===== src/rtl/score_init_seq.sv =====
// Initialisation sequencer for the Needleman-Wunsch score RAM: writes the first
// row and first column with linear gap values 0, -GAP, ..., -N*GAP, then raises hit.
module score_init_seq #(
  parameter int N       = 8,
  parameter int SCORE_W = 8,
  parameter int GAP     = 2,
  parameter int ADDR_W  = 7
) (
  input  logic                      clk,
  input  logic                      rst,
  input  logic                      en_init,
  input  logic                      wr_ready,
  output logic                      we,
  output logic [ADDR_W-1:0]         addr,
  output logic signed [SCORE_W-1:0] data,
  output logic                      busy,
  output logic                      hit
);

  // Write handshake: a write transfers on a rising edge where we && wr_ready;
  // while wr_ready is low, we/addr/data are held unchanged until accepted.

  typedef enum logic [1:0] {
    IDLE = 2'd0,
    ROW  = 2'd1,
    COL  = 2'd2,
    DONE = 2'd3
  } state_t;

  localparam int IDX_W = (N < 1) ? 1 : $clog2(N + 1);
  localparam logic [IDX_W-1:0]          IDX_LAST   = IDX_W'(N);
  localparam logic [IDX_W-1:0]          IDX_ONE    = IDX_W'(1);
  localparam logic [ADDR_W-1:0]         ROW_STRIDE = ADDR_W'(N + 1);
  localparam logic [ADDR_W-1:0]         ADDR_ONE   = ADDR_W'(1);
  localparam logic signed [SCORE_W-1:0] GAP_S      = SCORE_W'(GAP);

  state_t                      state_q, state_d;
  logic                        we_q, we_d;
  logic                        busy_q, busy_d;
  logic                        hit_q, hit_d;
  logic [ADDR_W-1:0]           addr_q, addr_d;
  logic signed [SCORE_W-1:0]   data_q, data_d;
  logic [IDX_W-1:0]            idx_q, idx_d;
  logic                        accept;

  assign accept = we_q && wr_ready;

  always_ff @(posedge clk or posedge rst) begin
    if (rst) begin
      state_q <= IDLE;
      we_q    <= 1'b0;
      busy_q  <= 1'b0;
      hit_q   <= 1'b0;
      addr_q  <= '0;
      data_q  <= '0;
      idx_q   <= '0;
    end else begin
      state_q <= state_d;
      we_q    <= we_d;
      busy_q  <= busy_d;
      hit_q   <= hit_d;
      addr_q  <= addr_d;
      data_q  <= data_d;
      idx_q   <= idx_d;
    end
  end

  always_comb begin
    state_d = state_q;
    we_d    = we_q;
    busy_d  = busy_q;
    hit_d   = hit_q;
    addr_d  = addr_q;
    data_d  = data_q;
    idx_d   = idx_q;

    unique case (state_q)
      IDLE: begin
        hit_d = 1'b0;
        if (en_init) begin
          state_d = ROW;
          we_d    = 1'b1;
          busy_d  = 1'b1;
          addr_d  = '0;
          data_d  = '0;
          idx_d   = '0;
        end
      end

      ROW: begin
        if (!en_init) begin
          state_d = IDLE;
          we_d    = 1'b0;
          busy_d  = 1'b0;
        end else if (accept) begin
          if (idx_q == IDX_LAST) begin
            // Column starts at (1,0); (0,0) was already written by the row pass.
            state_d = COL;
            idx_d   = IDX_ONE;
            addr_d  = ROW_STRIDE;
            data_d  = -GAP_S;
          end else begin
            idx_d  = idx_q + IDX_ONE;
            addr_d = addr_q + ADDR_ONE;
            data_d = data_q - GAP_S;
          end
        end
      end

      COL: begin
        if (!en_init) begin
          state_d = IDLE;
          we_d    = 1'b0;
          busy_d  = 1'b0;
        end else if (accept) begin
          if (idx_q == IDX_LAST) begin
            state_d = DONE;
            we_d    = 1'b0;
            busy_d  = 1'b0;
            hit_d   = 1'b1;
          end else begin
            idx_d  = idx_q + IDX_ONE;
            addr_d = addr_q + ROW_STRIDE;
            data_d = data_q - GAP_S;
          end
        end
      end

      DONE: begin
        // Re-arm only after en_init falls, so a held request never restarts.
        if (!en_init) begin
          state_d = IDLE;
          hit_d   = 1'b0;
        end
      end

      default: begin
        state_d = IDLE;
        we_d    = 1'b0;
        busy_d  = 1'b0;
        hit_d   = 1'b0;
      end
    endcase
  end

  assign we   = we_q;
  assign addr = addr_q;
  assign data = data_q;
  assign busy = busy_q;
  assign hit  = hit_q;

endmodule


===== config.mk =====
export PLATFORM = sky130hd
export DESIGN_NAME = score_init_seq
export DESIGN_NICKNAME = d
export VERILOG_FILES = /design/src/rtl/score_init_seq.sv
export SDC_FILE = /design/constraint.sdc
export NUM_CORES = 1
export LEC_CHECK = 0
export BUFFER_PORTS_ARGS = -buffer_cell sky130_fd_sc_hd__buf_2
export CAP_MARGIN = 20
export CORE_UTILIZATION = 60
export DETAILED_ROUTE_END_ITERATION = 16
export GPL_ROUTABILITY_DRIVEN = 0
export PLACE_DENSITY = 0.84
export SYNTH_ARGS = -nofsm -noshare
export SYNTH_HDL_FRONTEND = slang
export SYNTH_SLANG_ARGS = --single-unit

===== constraint.sdc =====
create_clock -name clk -period 2.8 [get_ports clk]
set_input_delay 0.56 -clock clk [delete_from_list [all_inputs] [get_ports clk]]
set_output_delay 0.56 -clock clk [all_outputs]
set_load 0.01 [all_outputs]

==> results_dict.tcl, run 1 <==
set metrics [dict create \
    status "finished, final reports clean" \
    grt_pass1_vias 1121 \
    netlist_area_um2 1460 \
    syn-num-nets 175 \
    fillCellCount 190 \
    grt_max_degree 23 \
    netlist_instances 161 \
    cp.required_ns 3.02 \
    track_usage_pct 26.2 \
    drt-initial-drc-count 48 \
    p_switching_mw 0.759 \
    fmax_mhz 464 \
    cts_made_buffers 3 \
    die_h_um 51.4 \
    finalSetupViolCount 0 \
    drc 0 \
    die_w_um 51.4 \
    slowest_delay_ns 0.45 \
    cts.path.max_buffers 2 \
    power_frac_seq_pct 32.2 \
    rrSetupSlack_ns 0.65 \
    ys_types 47 \
    clkPwrFrac_pct 11.1 \
    synth_compound_area_share_pct 28.6 \
    r2r-start "state_q[1]" \
    synth_xor_area_share_pct 0.599 \
    tns_ns 0 \
    slew-limit-headroom_pct 45.2 \
    dr.pass1.iters 4 \
    stdcell_count 204 \
    cts_tree "built" \
    p_per_area_nw_per_um2 1020 \
    final_cell_mix "dfrtp_1, buf_2, a21oi_1, inv_1, ha_1" \
    maxSlewViolCount 0 \
    drv_cap 0 \
    final_nets 191 \
    synth_edf_count 0 \
    dieArea_um2 2640 \
    ant_nets 0 \
    layout.area.seq_um2 551 \
    dp_hpwl_mm 2.30 \
    final_core_util_pct 70.0 \
    synth_ff_type "dfrtp_1" \
    timing.rr.end "addr[2]" \
    cp-end-kind "register" \
    via_per_inst 6.31 \
    dpl_cell_area_um2 1540 \
    grt_overflow 0 \
    finalHoldViolations 0 \
    io_pins 22 \
    start_util_pct 64.9 \
    synth_fa_ha_area_share_pct 9.92 \
    multi_input_area_um2 805 \
    yosys.area_share.simple_pct 15.0 \
    muxShareOfSynthArea_pct 0.684 \
    worst_pin_slew_ns 0.821 \
    hold_path_class "primary input to async pin" \
    async_flop_share_pct 100 \
    post-route-min-period_ns 2.15 \
    synth_top_family_by_area "compound AO/OA/AOI/OAI gates" \
    synth.avg_cell_area_um2 9.08 \
    p_comb_share_pct 56.7 \
    cts_hold_buf 0 \
    layout_commonest_cell "dfrtp_1" \
    cp_slowest_cell "dfrtp_1" \
    synth-seq-cells 22 \
    cp.arrival_ns 2.38 \
    dp_cells 200 \
    power.leakage_nw 0.774 \
    cp_max_fo 11 \
    ir_drop_mv 0.778 \
    rsz0062_at_grt "no" \
    antenna_found_initial 0 \
    path_cells "inv_1 -> ha_1 -> a221o_1 -> a21oi_2 -> o21ai_1 -> a22o_1" \
    htree_levels 1 \
    cts_resized 0 \
    fin_skew_ns 0.00864 \
    min_period_over_period_pct 76.9 \
    crit_type "register to register" \
    grt_pass1_wl_mm 5.05 \
    io_buffer_count 20 \
    clock_sinks 22 \
    route.detailed.wl_per_inst_um 15.4 \
    path_clk_slew_ns 0.13 \
    final_area_um2 1580 \
    via_count 1288 \
    intPower_mw 0.854 \
    rows 17 \
    seq_area_frac_synth_pct 37.6 \
    cts_root_buf "clkbuf_4" \
    wl_mm 3.14 \
    crit_path_start_kind "register" \
    clkLatencyLatePin_ns 0.32 \
    yosys_warnings 0 \
    ff2ff_path_depth 6 \
    num_antenna_cells 0 \
    drive_gt1_share_pct 17.6 \
    switching_share_pct 47.1 \
    area_delta_synth_final_pct 7.96 \
    postCtsSetupRepairBufs 0 \
    core_area_um2 2250 \
]
-- cells by family after synthesis --
group                    Yosys count
other                              1
multiplexers                       1
adder cells (fa/ha/maj)           12
flip-flops                        22
AND/OR/NAND/NOR                   39
buffers and inverters             22
XOR/XNOR                           1
AO/OA/AOI/OAI                     63
-- how the worst max path moves through the flow --
stage,from,endpoint,slack (ns),cells past startpoint
after floorplan,state_q[1],idx_q[3],0.95,7
after global placement,state_q[1],idx_q[2],0.80,6
after detailed placement,state_q[1],idx_q[2],0.67,6
after CTS,state_q[1],idx_q[2],0.66,6
after global routing,state_q[1],idx_q[2],0.50,6
final,state_q[1],addr[2],0.65,6
-- Yosys cell counts (all sizes together) (5+ instances only) --
master	count	share of area [%]
dfrtp	22	38
a21oi	19	6.8
o21ai	13	4.4
inv	12	3.1
ha	10	8.6
nand2	9	2.3
nor2	9	2.5
buf	7	3.5
a31oi	6	2.6
a22o	5	3.0
-- state kept, by name, summed over array words and instances, names as in the netlist --
| signal | flops |
|---|---|
| idx_q | 4 |
| busy | 1 |
| data | 7 |
| addr | 7 |
| state_q | 2 |
| hit | 1 |
-- stage by stage --
stage          hold WS [ns]  total power, mW  worst slack (ns)
6_report              0.383             1.61             0.645
5_1_grt               0.472             1.75             0.501
4_1_cts               0.410             1.62             0.661
3_5_place_dp          0.464             1.43             0.673
3_3_place_gp          0.456             1.39             0.805
2_1_floorplan         0.513             1.23             0.946
-- critical path: cells and delay by family, from the launching register on --
kind | cells | cell delay, ns
AOI/OAI and AO/OA | 4 | 1.17
DFF | 1 | 0.45
adders and majority gates | 1 | 0.33
buffers and inverters | 1 | 0.11
-- power by group through the flow --
stage | Sequential, mW | Combinational, mW | Clock (mW)
floorplan | 0.526 | 0.704 | 0
global placement | 0.518 | 0.867 | 0
detailed placement | 0.524 | 0.909 | 0
CTS | 0.518 | 0.915 | 0.183
global route | 0.534 | 1.02 | 0.191
finish | 0.519 | 0.915 | 0.180
-- final cells by class --
| type | count | share of cell area, % |
|---|---|---|
| clock buffer | 4 | 2.30 |
| sequential | 22 | 34.9 |
| multi-input combinational | 117 | 51.0 |
| tap | 28 | 2.22 |
| inverter | 12 | 2.85 |
| timing repair buffer | 21 | 6.81 |
-- metal layers --
metal / GRT usage [%] / wire [um]
met4: 11.3 / 59
met1: 32.7 / 1400
met3: 4.46 / 126
met5: 0 / 0
met2: 44.2 / 1560
Power figures use the tool's default switching activity.
==> run 2: changes to the inputs <==
--- a/config.mk
+++ b/config.mk
@@ -7,10 +7,10 @@
 export LEC_CHECK = 0
 export BUFFER_PORTS_ARGS = -buffer_cell sky130_fd_sc_hd__buf_2
 export CAP_MARGIN = 20
-export CORE_UTILIZATION = 60
+export CORE_UTILIZATION = 56
 export DETAILED_ROUTE_END_ITERATION = 16
 export GPL_ROUTABILITY_DRIVEN = 0
-export PLACE_DENSITY = 0.84
+export PLACE_DENSITY = 0.8
 export SYNTH_ARGS = -nofsm -noshare
 export SYNTH_HDL_FRONTEND = slang
 export SYNTH_SLANG_ARGS = --single-unit
==> constraint.sdc (replaced) <==
create_clock -name clk -period 2.17 [get_ports clk]
set_input_delay 0.434 -clock clk [delete_from_list [all_inputs] [get_ports clk]]
set_output_delay 0.434 -clock clk [all_outputs]
set_load 0.01 [all_outputs]
==> run 2 against run 1 <==
Final area up 2.3%; via count shrank 2.0%; die area is 6.8% higher; maximum frequency rose by 10%; sequential power increased by 29%; worst setup slack got worse by 0.43 ns; critical path type unchanged.
==> results_dict.tcl, run 2 (same netlist as run 1, synthesis figures left out) <==
set metrics [dict create \
    start_util_pct 59.0 \
    tns_ns 0 \
    grt_overflow 0 \
    drv_cap 0 \
    via_per_inst 6.07 \
    layout_setup_ws_ns 0.211 \
    drive_gt1_share_pct 19.1 \
    cts_hold_buf 0 \
    grt_max_degree 23 \
    rows 18 \
    clkPwrFrac_pct 14.7 \
    clock_sinks 22 \
    status "finished, final reports clean" \
    via_count 1262 \
    path_cells "inv_1 -> ha_2 -> a221o_1 -> a21oi_2 -> buf_4 -> a21oi_1 -> a21oi_1" \
    slew-limit-headroom_pct 54.1 \
    path_clk_slew_ns 0.14 \
    power_frac_seq_pct 30.9 \
    crit_type "register to register" \
    ir_drop_mv 0.912 \
    slowest_delay_ns 0.45 \
    num_antenna_cells 0 \
    cts_made_buffers 3 \
    grt_pass1_vias 1151 \
    cp_slowest_cell "dfrtp_1" \
    drc 0 \
    finalSetupViolCount 0 \
    cts_tree "built" \
    cp.required_ns 2.42 \
    finalHoldViolations 0 \
    antenna_found_initial 0 \
    maxSlewViolCount 0 \
    grt_pass1_wl_mm 5.00 \
    fmax_mhz 511 \
    p_switching_mw 0.975 \
    dp_cells 204 \
    cp_common_cell "a21oi_1" \
    p_comb_share_pct 54.4 \
    worst_pin_slew_ns 0.684 \
    dr.pass1.iters 5 \
    cts.path.max_buffers 2 \
    core_area_um2 2480 \
    post-route-min-period_ns 1.96 \
    dieArea_um2 2820 \
    cp_max_fo 11 \
    p_per_area_nw_per_um2 1340 \
    track_usage_pct 24.3 \
    area_delta_synth_final_pct 10.4 \
    io_buffer_count 20 \
    drt-initial-drc-count 30 \
    route.detailed.wl_per_inst_um 14.4 \
    power.leakage_nw 0.790 \
    min_period_over_period_pct 90.3 \
    hold_path_class "primary input to async pin" \
    switching_share_pct 44.9 \
    die_h_um 53.1 \
    ant_nets 0 \
    final_cell_mix "dfrtp_1, buf_2, a21oi_1, inv_1" \
    intPower_mw 1.19 \
    wl_mm 2.99 \
    die_w_um 53.1 \
    dp_hpwl_mm 2.08 \
    clkLatencyLatePin_ns 0.31 \
    cts_root_buf "clkbuf_4" \
    crit_path_start_kind "register" \
    rsz0062_at_grt "no" \
    holdWs_ns 0.120 \
    fin_skew_ns 0.0113 \
    stdcell_count 208 \
    rrSetupSlack_ns 0.21 \
    pre_cts_ws_ns 0.164 \
    io_pins 22 \
    final_nets 193 \
    cp-end-kind "register" \
    htree_levels 1 \
    cp.arrival_ns 2.21 \
    layout_commonest_cell "dfrtp_1" \
]
## run 2: worst paths after layout
path / cells after the start / end / start
worst max-delay path: 7 / data[7] / state_q[1]
worst min-delay path: 3 / data[4] / rst
worst max register to register: 7 / data[7] / state_q[1]
worst min register to register: 1 / addr[6] / addr[6]
max in group asynchronous: 3 / busy / rst
min in group clk: 1 / addr[6] / addr[6]
## run 2: power by group through the flow
| stage | Clock, mW | Combinational (mW) | Sequential [mW] |
|---|---|---|---|
| 4_1_cts | 0.323 | 1.17 | 0.668 |
| 3_3_place_gp | 0 | 1.13 | 0.669 |
| 6_report | 0.319 | 1.18 | 0.670 |
| 5_1_grt | 0.343 | 1.32 | 0.693 |
| 2_1_floorplan | 0 | 0.908 | 0.678 |
| 3_5_place_dp | 0 | 1.16 | 0.676 |
## run 2: metrics by stage
| stage | power (mW) | instance area [um^2] | util [%] |
|---|---|---|---|
| 3_3_place_gp | 1.80 | 1560 | 63.0 |
| 2_1_floorplan | 1.59 | 1460 | - |
| 4_1_cts | 2.16 | 1610 | 65.1 |
| 6_report | 2.17 | 1620 | 65.2 |
| 3_5_place_dp | 1.83 | 1560 | 63.0 |
| 5_1_grt | 2.36 | 1620 | 65.2 |
## run 2: area by class of cell
class | instances | area (um^2)
Clock buffer | 3 | 22.5
Clock inverter | 1 | 30.0
Fill cell | 205 | 862
Inverter | 12 | 45.0
Multi-Input combinational cell | 117 | 807
Sequential cell | 22 | 551
Tap cell | 30 | 37.5
Timing Repair Buffer | 23 | 123
## run 2: repair_timing
| action | in CTS | in global routing |
|---|---|---|
| gates resized for setup | 0 | 1 |
| endpoints found under the setup margin | 0 | 5 |
| buffers inserted | 0 | 0 |
## run 2: per-layer routing
| layer | global-route usage (%) | wire, um | vias up |
|---|---|---|---|
| li1 | - | - | 618 |
| met1 | 30.4 | 1410 | 609 |
| met2 | 40.9 | 1440 | 29 |
| met3 | 3.45 | 106 | 6 |
| met4 | 11.0 | 46 | 0 |
| met5 | 0 | 0 | - |
## run 2: critical path, delay by kind of cell, from the launching register on
family                     cells  cell delay [ns]
adders and majority gates      1             0.26
buffers and inverters          2             0.34
DFF                            1             0.45
AOI/OAI and AO/OA              4             0.87
==> run 3: changes to the inputs <==
--- a/config.mk
+++ b/config.mk
@@ -7,10 +7,11 @@
 export LEC_CHECK = 0
 export BUFFER_PORTS_ARGS = -buffer_cell sky130_fd_sc_hd__buf_2
 export CAP_MARGIN = 20
-export CORE_UTILIZATION = 56
+export CORE_UTILIZATION = 31
 export DETAILED_ROUTE_END_ITERATION = 16
 export GPL_ROUTABILITY_DRIVEN = 0
-export PLACE_DENSITY = 0.8
+export MAX_ROUTING_LAYER = met4
+export PLACE_DENSITY = 0.5
 export SYNTH_ARGS = -nofsm -noshare
 export SYNTH_HDL_FRONTEND = slang
 export SYNTH_SLANG_ARGS = --single-unit
==> run 3 against run 2 <==
Core utilization decreased by 28 points; clock-buffer cell count up 1; maximum frequency decreased by 1.5%; sequential share of layout area down 1.0 points; hold slack better by 0.068 ns; global-route usage fell by 9.3 points; critical path type unchanged.
==> results_dict.tcl, run 3 (same netlist as run 1, synthesis figures left out) <==
set metrics [dict create \
    rsz0062_at_grt "no" \
    maxSlewViolCount 0 \
    drc 0 \
    clkLatencyLatePin_ns 0.27 \
    fmax_mhz 503 \
    ff2ff_path_depth 5 \
    ir_drop_mv 0.505 \
    crit_path_start_kind "register" \
    rows 24 \
    cp.arrival_ns 2.15 \
    switching_share_pct 45.3 \
    drv_cap 0 \
    power_frac_seq_pct 30.3 \
    htree_levels 1 \
    p_per_area_nw_per_um2 1340 \
    status "finished, final reports clean" \
    cp_max_fo 12 \
    route.detailed.wl_per_inst_um 14.8 \
    track_usage_pct 15.0 \
    dpl_cell_area_um2 1610 \
    cts.path.max_buffers 2 \
    finalHoldViolations 0 \
    area_delta_synth_final_pct 13.9 \
    cts_root_buf "clkbuf_8" \
    die_h_um 70.7 \
    tns_ns 0 \
    path_clk_slew_ns 0.08 \
    grt_max_degree 23 \
    intPower_mw 1.22 \
    grt_pass1_vias 1226 \
    io_pins 22 \
    dieArea_um2 5000 \
    timing.rr.end "data[5]" \
    r2r-start "state_q[0]" \
    antenna_found_initial 0 \
    hold_path_class "primary input to async pin" \
    p_comb_share_pct 55.9 \
    wl_mm 3.43 \
    via_per_inst 5.57 \
    finalSetupViolCount 0 \
    worst_pin_slew_ns 0.668 \
    drt-initial-drc-count 49 \
    final_nets 194 \
    min_period_over_period_pct 91.6 \
    num_antenna_cells 0 \
    cp-end-kind "register" \
    io_buffer_count 20 \
    dp_hpwl_mm 2.38 \
    via_count 1287 \
    grt_pass1_wl_mm 5.78 \
    cts_tree "built" \
    fillCellCount 473 \
    fin_skew_ns 0.00307 \
    rrSetupSlack_ns 0.18 \
    cts_made_buffers 3 \
    crit_type "register to register" \
    cts_hold_buf 0 \
    ant_nets 0 \
    core_area_um2 4440 \
    clkPwrFrac_pct 13.8 \
    p_switching_mw 1.01 \
    post-route-min-period_ns 1.99 \
    power.leakage_nw 0.800 \
    cp.required_ns 2.33 \
    final_area_um2 1670 \
    clock_sinks 22 \
    grt_overflow 0 \
    drive_gt1_share_pct 19.6 \
    die_w_um 70.7 \
    final_cell_mix "dfrtp_1, buf_2, a21oi_1, inv_1" \
    layout_commonest_cell "dfrtp_1" \
    start_util_pct 32.9 \
    slew-limit-headroom_pct 55.2 \
    dr.pass1.iters 4 \
]
-- run 3: cell types whose count changed in the layout (fill, tap and decap cells not counted), sizes merged --
| cell | before | now |
|---|---|---|
| bufinv | 1 | 0 |
| buf | 23 | 24 |
| clkbuf | 3 | 4 |
-- run 3: area by class of cell --
type,instances,area [um^2],share of cell area (%)
Multi-Input combinational cell,117,807,48.5
Sequential cell,22,551,33.1
Clock buffer,4,55.1,3.31
Timing Repair Buffer,24,143,8.56
Tap cell,52,65.1,3.91
Inverter,12,45.0,2.70
-- run 3: worst max-delay path, stage by stage, from the launching register on --
cell and delay, ns:
dfrtp_1 0.45, inv_1 0.13, ha_1 0.37, o21ai_1 0.60, a41oi_1 0.09, o22a_1 0.23
-- run 3: layer usage --
metal	wire, um	track usage [%]
met5	0	-
met4	43	4.00
met3	124	3.13
met2	1580	24.5
met1	1680	19.0
-- run 3: timing repair --
action,CTS,global route
hold endpoints to repair,0,0
resized for setup,0,1
setup buffers,0,0
endpoints found under the setup margin,0,5
-- run 3: how the worst max path moves through the flow --
stage	startpoint	to	slack [ns]	cells after the start
floorplan	state_q[1]	idx_q[3]	0.32	7
global placement	state_q[1]	idx_q[2]	0.19	6
detailed placement	state_q[1]	data[7]	0.14	6
CTS	state_q[1]	idx_q[2]	0.13	6
global route	state_q[0]	data[3]	0.02	5
finish	state_q[0]	data[5]	0.18	5
-- run 3: power by group through the flow --
stage / combinational, mW / clock, mW / sequential (mW)
2_1_floorplan: 0.908 / 0 / 0.678
3_3_place_gp: 1.23 / 0 / 0.676
3_5_place_dp: 1.24 / 0 / 0.680
4_1_cts: 1.25 / 0.321 / 0.674
5_1_grt: 1.39 / 0.339 / 0.699
6_report: 1.24 / 0.308 / 0.675
-- run 3: per-stage QoR --
| stage | worst slack, ns | util, % | hold WS [ns] | total power [mW] | std cells |
|---|---|---|---|---|---|
| 6_report | 0.182 | 37.5 | 0.189 | 2.23 | 231 |
| 2_1_floorplan | 0.316 | - | 0.423 | 1.59 | 161 |
| 3_5_place_dp | 0.145 | 36.2 | 0.467 | 1.92 | 227 |
| 5_1_grt | 0.0237 | 37.5 | 0.219 | 2.43 | 231 |
| 3_3_place_gp | 0.186 | 36.2 | 0.462 | 1.91 | 227 |
| 4_1_cts | 0.134 | 37.4 | 0.196 | 2.25 | 231 |
